===== src/rtl/countdown_pkg.sv =====
// State encodings shared by the countdown unit and anything that decodes its state.
package countdown_pkg;
    localparam int STATE_W = 2;

    localparam logic [STATE_W-1:0] ST_IDLE = 2'd0;
    localparam logic [STATE_W-1:0] ST_RUN  = 2'd1;
    localparam logic [STATE_W-1:0] ST_DONE = 2'd2;

    typedef enum logic [STATE_W-1:0] {
        IDLE = ST_IDLE,
        RUN  = ST_RUN,
        DONE = ST_DONE
    } state_t;
endpackage


===== src/rtl/countdown_unit.sv =====
// Loadable down-counter with a one-cycle done pulse at zero and a sticky underflow flag.
// Load reaches RUN one cycle after acceptance. load_ready is high only in IDLE, so RUN and DONE stall new loads.
module countdown_unit
    import countdown_pkg::*;
#(
    parameter int WIDTH = 10,
    parameter int INIT  = 5
) (
    input  logic             clk,
    input  logic             rst,
    input  logic             load_valid,
    input  logic [WIDTH-1:0] load_value,
    output logic             load_ready,
    input  logic             dec,
    output logic [WIDTH-1:0] count,
    output logic             zero,
    output logic             busy,
    output logic             done,
    output logic             underflow
);

    state_t           state_q, state_d;
    logic [WIDTH-1:0] count_q, count_d;
    logic             underflow_q, underflow_d;
    logic             initstate_q = 1'b1;

    always_comb begin
        state_d     = state_q;
        count_d     = count_q;
        underflow_d = underflow_q;
        case (state_q)
            IDLE: begin
                // A load wins over a simultaneous decrement.
                if (load_valid) begin
                    count_d = load_value;
                    state_d = (load_value != '0) ? RUN : DONE;
                end else if (dec) begin
                    if (count_q != '0) begin
                        count_d = count_q - WIDTH'(1);
                    end else begin
                        underflow_d = 1'b1;
                    end
                end
            end
            RUN: begin
                // count is nonzero throughout RUN, so this cannot wrap.
                if (dec) begin
                    count_d = count_q - WIDTH'(1);
                    if (count_q == WIDTH'(1)) begin
                        state_d = DONE;
                    end
                end
            end
            DONE: begin
                state_d = IDLE;
            end
            default: begin
                state_d = IDLE;
            end
        endcase
    end

    always_ff @(posedge clk) begin
        if (rst) begin
            state_q     <= IDLE;
            count_q     <= WIDTH'(INIT);
            underflow_q <= 1'b0;
        end else begin
            state_q     <= state_d;
            count_q     <= count_d;
            underflow_q <= underflow_d;
        end
    end

    always_ff @(posedge clk) begin
        initstate_q <= 1'b0;
    end

    assign load_ready = (state_q == IDLE);
    assign busy       = (state_q == RUN);
    assign done       = (state_q == DONE);
    assign zero       = (count_q == '0);
    assign count      = count_q;
    assign underflow  = underflow_q;

    always @* begin
        if (!initstate_q) begin
            assert (state_q != state_t'(2'b11));
            assert (load_ready == (state_q == IDLE));
            assert (!busy || (count_q != '0));
            assert ({1'b0, count_q} < {1'b1, {WIDTH{1'b0}}});
            assert (!done || (count_q == '0));
        end
    end

endmodule

===== config.mk =====
export PLATFORM = sky130hd
export DESIGN_NAME = countdown_unit
export DESIGN_NICKNAME = d
export VERILOG_FILES = /design/src/rtl/countdown_pkg.sv /design/src/rtl/countdown_unit.sv
export SDC_FILE = /design/constraint.sdc
export NUM_CORES = 1
export LEC_CHECK = 0
export CAP_MARGIN = 20
export CORE_UTILIZATION = 40
export DETAILED_ROUTE_END_ITERATION = 6
export GPL_ROUTABILITY_DRIVEN = 0
export GPL_TIMING_DRIVEN = 0
export PLACE_DENSITY = 0.68
export REMOVE_ABC_BUFFERS = 1
export SLEW_MARGIN = 0
export SYNTH_ARGS = -nofsm -noshare
export SYNTH_HDL_FRONTEND = slang
export SYNTH_SLANG_ARGS = --single-unit
export TNS_END_PERCENT = 10

===== constraint.sdc =====
create_clock -name clk -period 2.05 [get_ports clk]
set_input_delay 0.3075 -clock clk [delete_from_list [all_inputs] [get_ports clk]]
set_output_delay 0.3075 -clock clk [all_outputs]
set_load 0.005 [all_outputs]

==> impl_metrics.ini <==
[timing]
finalClockSkew_ns = 0.00310
whs_ns = 0.472
max_freq_mhz = 510
min_period_over_period = 0.957
worst_slew_margin_rel = 0.573
grt_setup_unrepaired = false
setup_viol_count_final = 0
timing.final.crit_period_ns = 1.96
final-max-slew-violation-count = 0
worst-slew-pin-transition_ns = 0.635
timing.final.hold_violations = 0

[placed_design]
io_buffer_count = 28
dp_hpwl_mm = 1.93

[worst_setup_path]
r2r_cells = 4
startpoint_to_endpoint_class_of_the_critical_path = reg2out
timing.critical_path.from_type = flip-flop
worst_path_required_ns = 1.74
worst-path-max-fanout = 6
setup.worst_path.end_class = output port
crit_path_top_delay_cell = sky130_fd_sc_hd__dfxtp_2
cp_cell_sequence = inv_2 > ha_4 > nor3b_4 > nand2_2 > nor3_1 > dlygate4sd2_1
timing.critical_path.arrival_ns = 1.65
max_stage_delay_ns = 0.36

[clock_network]
tritoncts = yes
root_driver = sky130_fd_sc_hd__clkbuf_4
clock_tree.buffer_depth = 2
htreeDepth = 1
cts_inserted_buffers = 3
worst_skew_pair.late_latency_ns = 0.29
cts.sink_count = 13
cts.clk_slew.worst_paths_ns = 0.09

[synth]
synth_largest_type_area_fraction = 0.285
synth_compound_area_frac = 0.356
synth.distinct_cells = 44
synth_top_family_by_area = compound AO/OA/AOI/OAI gates
synth.cell_area_sq_um = 913
yosys_warnings = 0
yosysSeqAreaShare = 0.285
synth_simple_gate_area_frac = 0.278
async_flop_share = 0
syn_area_per_cell_sq_um = 8.16
share_of_synthesized_cell_area_in_full_adder_half_adder_and_majority_cells = 0.0274
synth_top_area_cell = sky130_fd_sc_hd__dfxtp_1
post_synth_main_area_contributors = sky130_fd_sc_hd__dfxtp_1, sky130_fd_sc_hd__a211oi_1, sky130_fd_sc_hd__a21oi_1, sky130_fd_sc_hd__o32ai_1, sky130_fd_sc_hd__nor3_1
primary_ff_master_synth = sky130_fd_sc_hd__dfxtp_1
number_of_flops_mapped_to_enable_cells_by_yosys = 0
syn_inst = 112
synth-seq-cells = 13
xor_and_xnor_fraction_of_the_mapped_netlist_area = 0
muxShareOfSynthArea = 0

[grt]
global_route_usage_over_all_layers = 0.243
total_global_routing_overflow = 0
vias_in_the_first_global_route = 987
grt_start_max_net_pins = 17
antenna_found_initial = 0
grt_first_pass_wirelength_mm = 4.51

[layout]
diodes = 0
number_of_fillers_in_the_final_layout = 190
flow.area_growth_from_synthesis_pct = 38.8
nets_finish = 158
multiInputGateArea_sq_um = 631
drive_above_1_share = 0.156
sequential_cell_area_sq_um = 263

[die]
die_extent_in_y_um = 49.8
floorplan.rows = 16
design.die.area_sq_um = 2480
initial_utilization = 0.443
floorplan.core_area_sq_um = 2060
pin_count = 29
fp.dieW_um = 49.8

[route]
antenna_violating_nets_post_route = 0
routed-via-count = 1024
wire_per_inst_um = 16.2
detail_route.vias_per_cell = 6.10
drt_first_iter_violations = 33
drt-total-wl_mm = 2.71
drt_pre_antenna_iters = 4
route.detailed.drc = 0

[min_path]
hold-path-cell-count = 2
class_of_the_tightest_hold_or_removal_check = reg2reg

[power_and_ir_drop]
power.ir.vdd_worst_mv = 0.412
leakage_power_nw = 0.443
fin_total_pwr_mw = 0.806
power.density_cell_area_nw_per_um2 = 636

[flow_run]
drv.max_cap_violation_count = 0

[status]
run_status = finished clean
where the power goes:
| group | switching, mW | internal, mW |
|---|---|---|
| Combinational | 0.151 | 0.162 |
| Clock | 0.0980 | 0.0726 |
| Sequential | 0.0441 | 0.278 |
area by class of cell:
cell class / instances / area share
timing repair buffer: 30 / 0.232
clock inverter: 1 / 0.00395
multi-input combinational: 89 / 0.498
clock buffer: 3 / 0.0178
inverter: 5 / 0.0148
tap: 27 / 0.0267
sequential: 13 / 0.207
worst max-delay path: cells and delay by family, from the launching register on:
kind,cells,cell delay (ns)
and+or+nand+nor,3,0.45
buffers and inverters,2,0.37
DFF,1,0.36
adders and majority gates,1,0.18
repair_timing:
item	CTS	global route
setup buffers	2	0
gates resized for setup	6	4
pin swaps	1	0
endpoints found under the setup margin	2	2
hold buffers	0	0
cells in the mapped netlist (2+ instances only):
library cell,count
sky130_fd_sc_hd__nor2b_1,2
sky130_fd_sc_hd__clkbuf_1,3
sky130_fd_sc_hd__nand2_2,2
sky130_fd_sc_hd__a31oi_1,4
sky130_fd_sc_hd__nor2_1,8
sky130_fd_sc_hd__inv_1,4
sky130_fd_sc_hd__o31ai_1,3
sky130_fd_sc_hd__o21ai_0,2
sky130_fd_sc_hd__a22oi_1,2
sky130_fd_sc_hd__nand2_1,8
sky130_fd_sc_hd__o31a_1,2
sky130_fd_sc_hd__dfxtp_1,13
sky130_fd_sc_hd__a211oi_1,6
sky130_fd_sc_hd__nor4_1,4
sky130_fd_sc_hd__o32ai_1,4
sky130_fd_sc_hd__nor3_1,6
sky130_fd_sc_hd__ha_1,2
sky130_fd_sc_hd__and3_1,4
sky130_fd_sc_hd__a21oi_1,8
metal layers:
layer / vias up / global-route usage / share of wire
met5: - / 0 / 0
met3: 5 / 0.0370 / 0.079
met2: 48 / 0.365 / 0.44
met1: 469 / 0.331 / 0.46
met4: 0 / 0.129 / 0.016
li1: 502 / - / -
registers in the layout, indices dropped and copies added (netlist names):
| register | flops |
|---|---|
| count | 10 |
| state_q | 2 |
| underflow | 1 |
stage by stage:
| step | utilization | worst slack (ns) | TNS (ns) | area, sq um | instances |
|---|---|---|---|---|---|
| after global placement | 0.581 | -0.136 | -0.638 | 1200 | 162 |
| final | 0.615 | 0.0889 | 0 | 1270 | 168 |
| after floorplan | - | 0.457 | 0 | 883 | 107 |
| after CTS | 0.611 | 0.0638 | 0 | 1260 | 168 |
| after global routing | 0.615 | 0.0163 | 0 | 1270 | 168 |
| after detailed placement | 0.581 | -0.153 | -0.708 | 1200 | 162 |
cell families (layout without fill, tap and decap cells):
kind of cell,Yosys count,count (layout)
fa+ha+maj,2,2
simple gates,44,44
flops,13,13
compound gates,43,43
buf+inv,10,39
final timing paths:
kind	start	end	slack, ns
max	count[0]$_SDFFE_PP1P_	zero	0.09
min	underflow$_SDFFE_PP0P_	underflow$_SDFFE_PP0P_	0.47
max reg2reg	count[2]$_SDFFE_PP1P_	count[2]$_SDFFE_PP1P_	0.18
min reg2reg	underflow$_SDFFE_PP0P_	underflow$_SDFFE_PP0P_	0.47
cell usage in the layout (no fill, tap or decap), types with 2 or more instances in the layout:
| master | netlist | final |
|---|---|---|
| sky130_fd_sc_hd__a31oi_1 | 4 | 4 |
| sky130_fd_sc_hd__and3_1 | 4 | 4 |
| sky130_fd_sc_hd__dfxtp_1 | 13 | 11 |
| sky130_fd_sc_hd__inv_2 | 1 | 3 |
| sky130_fd_sc_hd__o21ai_0 | 2 | 2 |
| sky130_fd_sc_hd__clkbuf_4 | 0 | 3 |
| sky130_fd_sc_hd__nor2_1 | 8 | 8 |
| sky130_fd_sc_hd__dfxtp_2 | 0 | 2 |
| sky130_fd_sc_hd__a211oi_1 | 6 | 6 |
| sky130_fd_sc_hd__o31ai_1 | 3 | 3 |
| sky130_fd_sc_hd__clkdlybuf4s50_1 | 0 | 27 |
| sky130_fd_sc_hd__inv_1 | 4 | 2 |
| sky130_fd_sc_hd__buf_4 | 1 | 2 |
| sky130_fd_sc_hd__a22oi_1 | 2 | 2 |
| sky130_fd_sc_hd__nor2b_1 | 2 | 2 |
| sky130_fd_sc_hd__nor3_1 | 6 | 6 |
| sky130_fd_sc_hd__o32ai_1 | 4 | 4 |
| sky130_fd_sc_hd__nor4_1 | 4 | 4 |
| sky130_fd_sc_hd__a21oi_1 | 8 | 8 |
| sky130_fd_sc_hd__nand2_2 | 2 | 2 |
| sky130_fd_sc_hd__nand2_1 | 8 | 8 |
| sky130_fd_sc_hd__o31a_1 | 2 | 2 |
No activity file was read; power rests on OpenSTA's default activity.
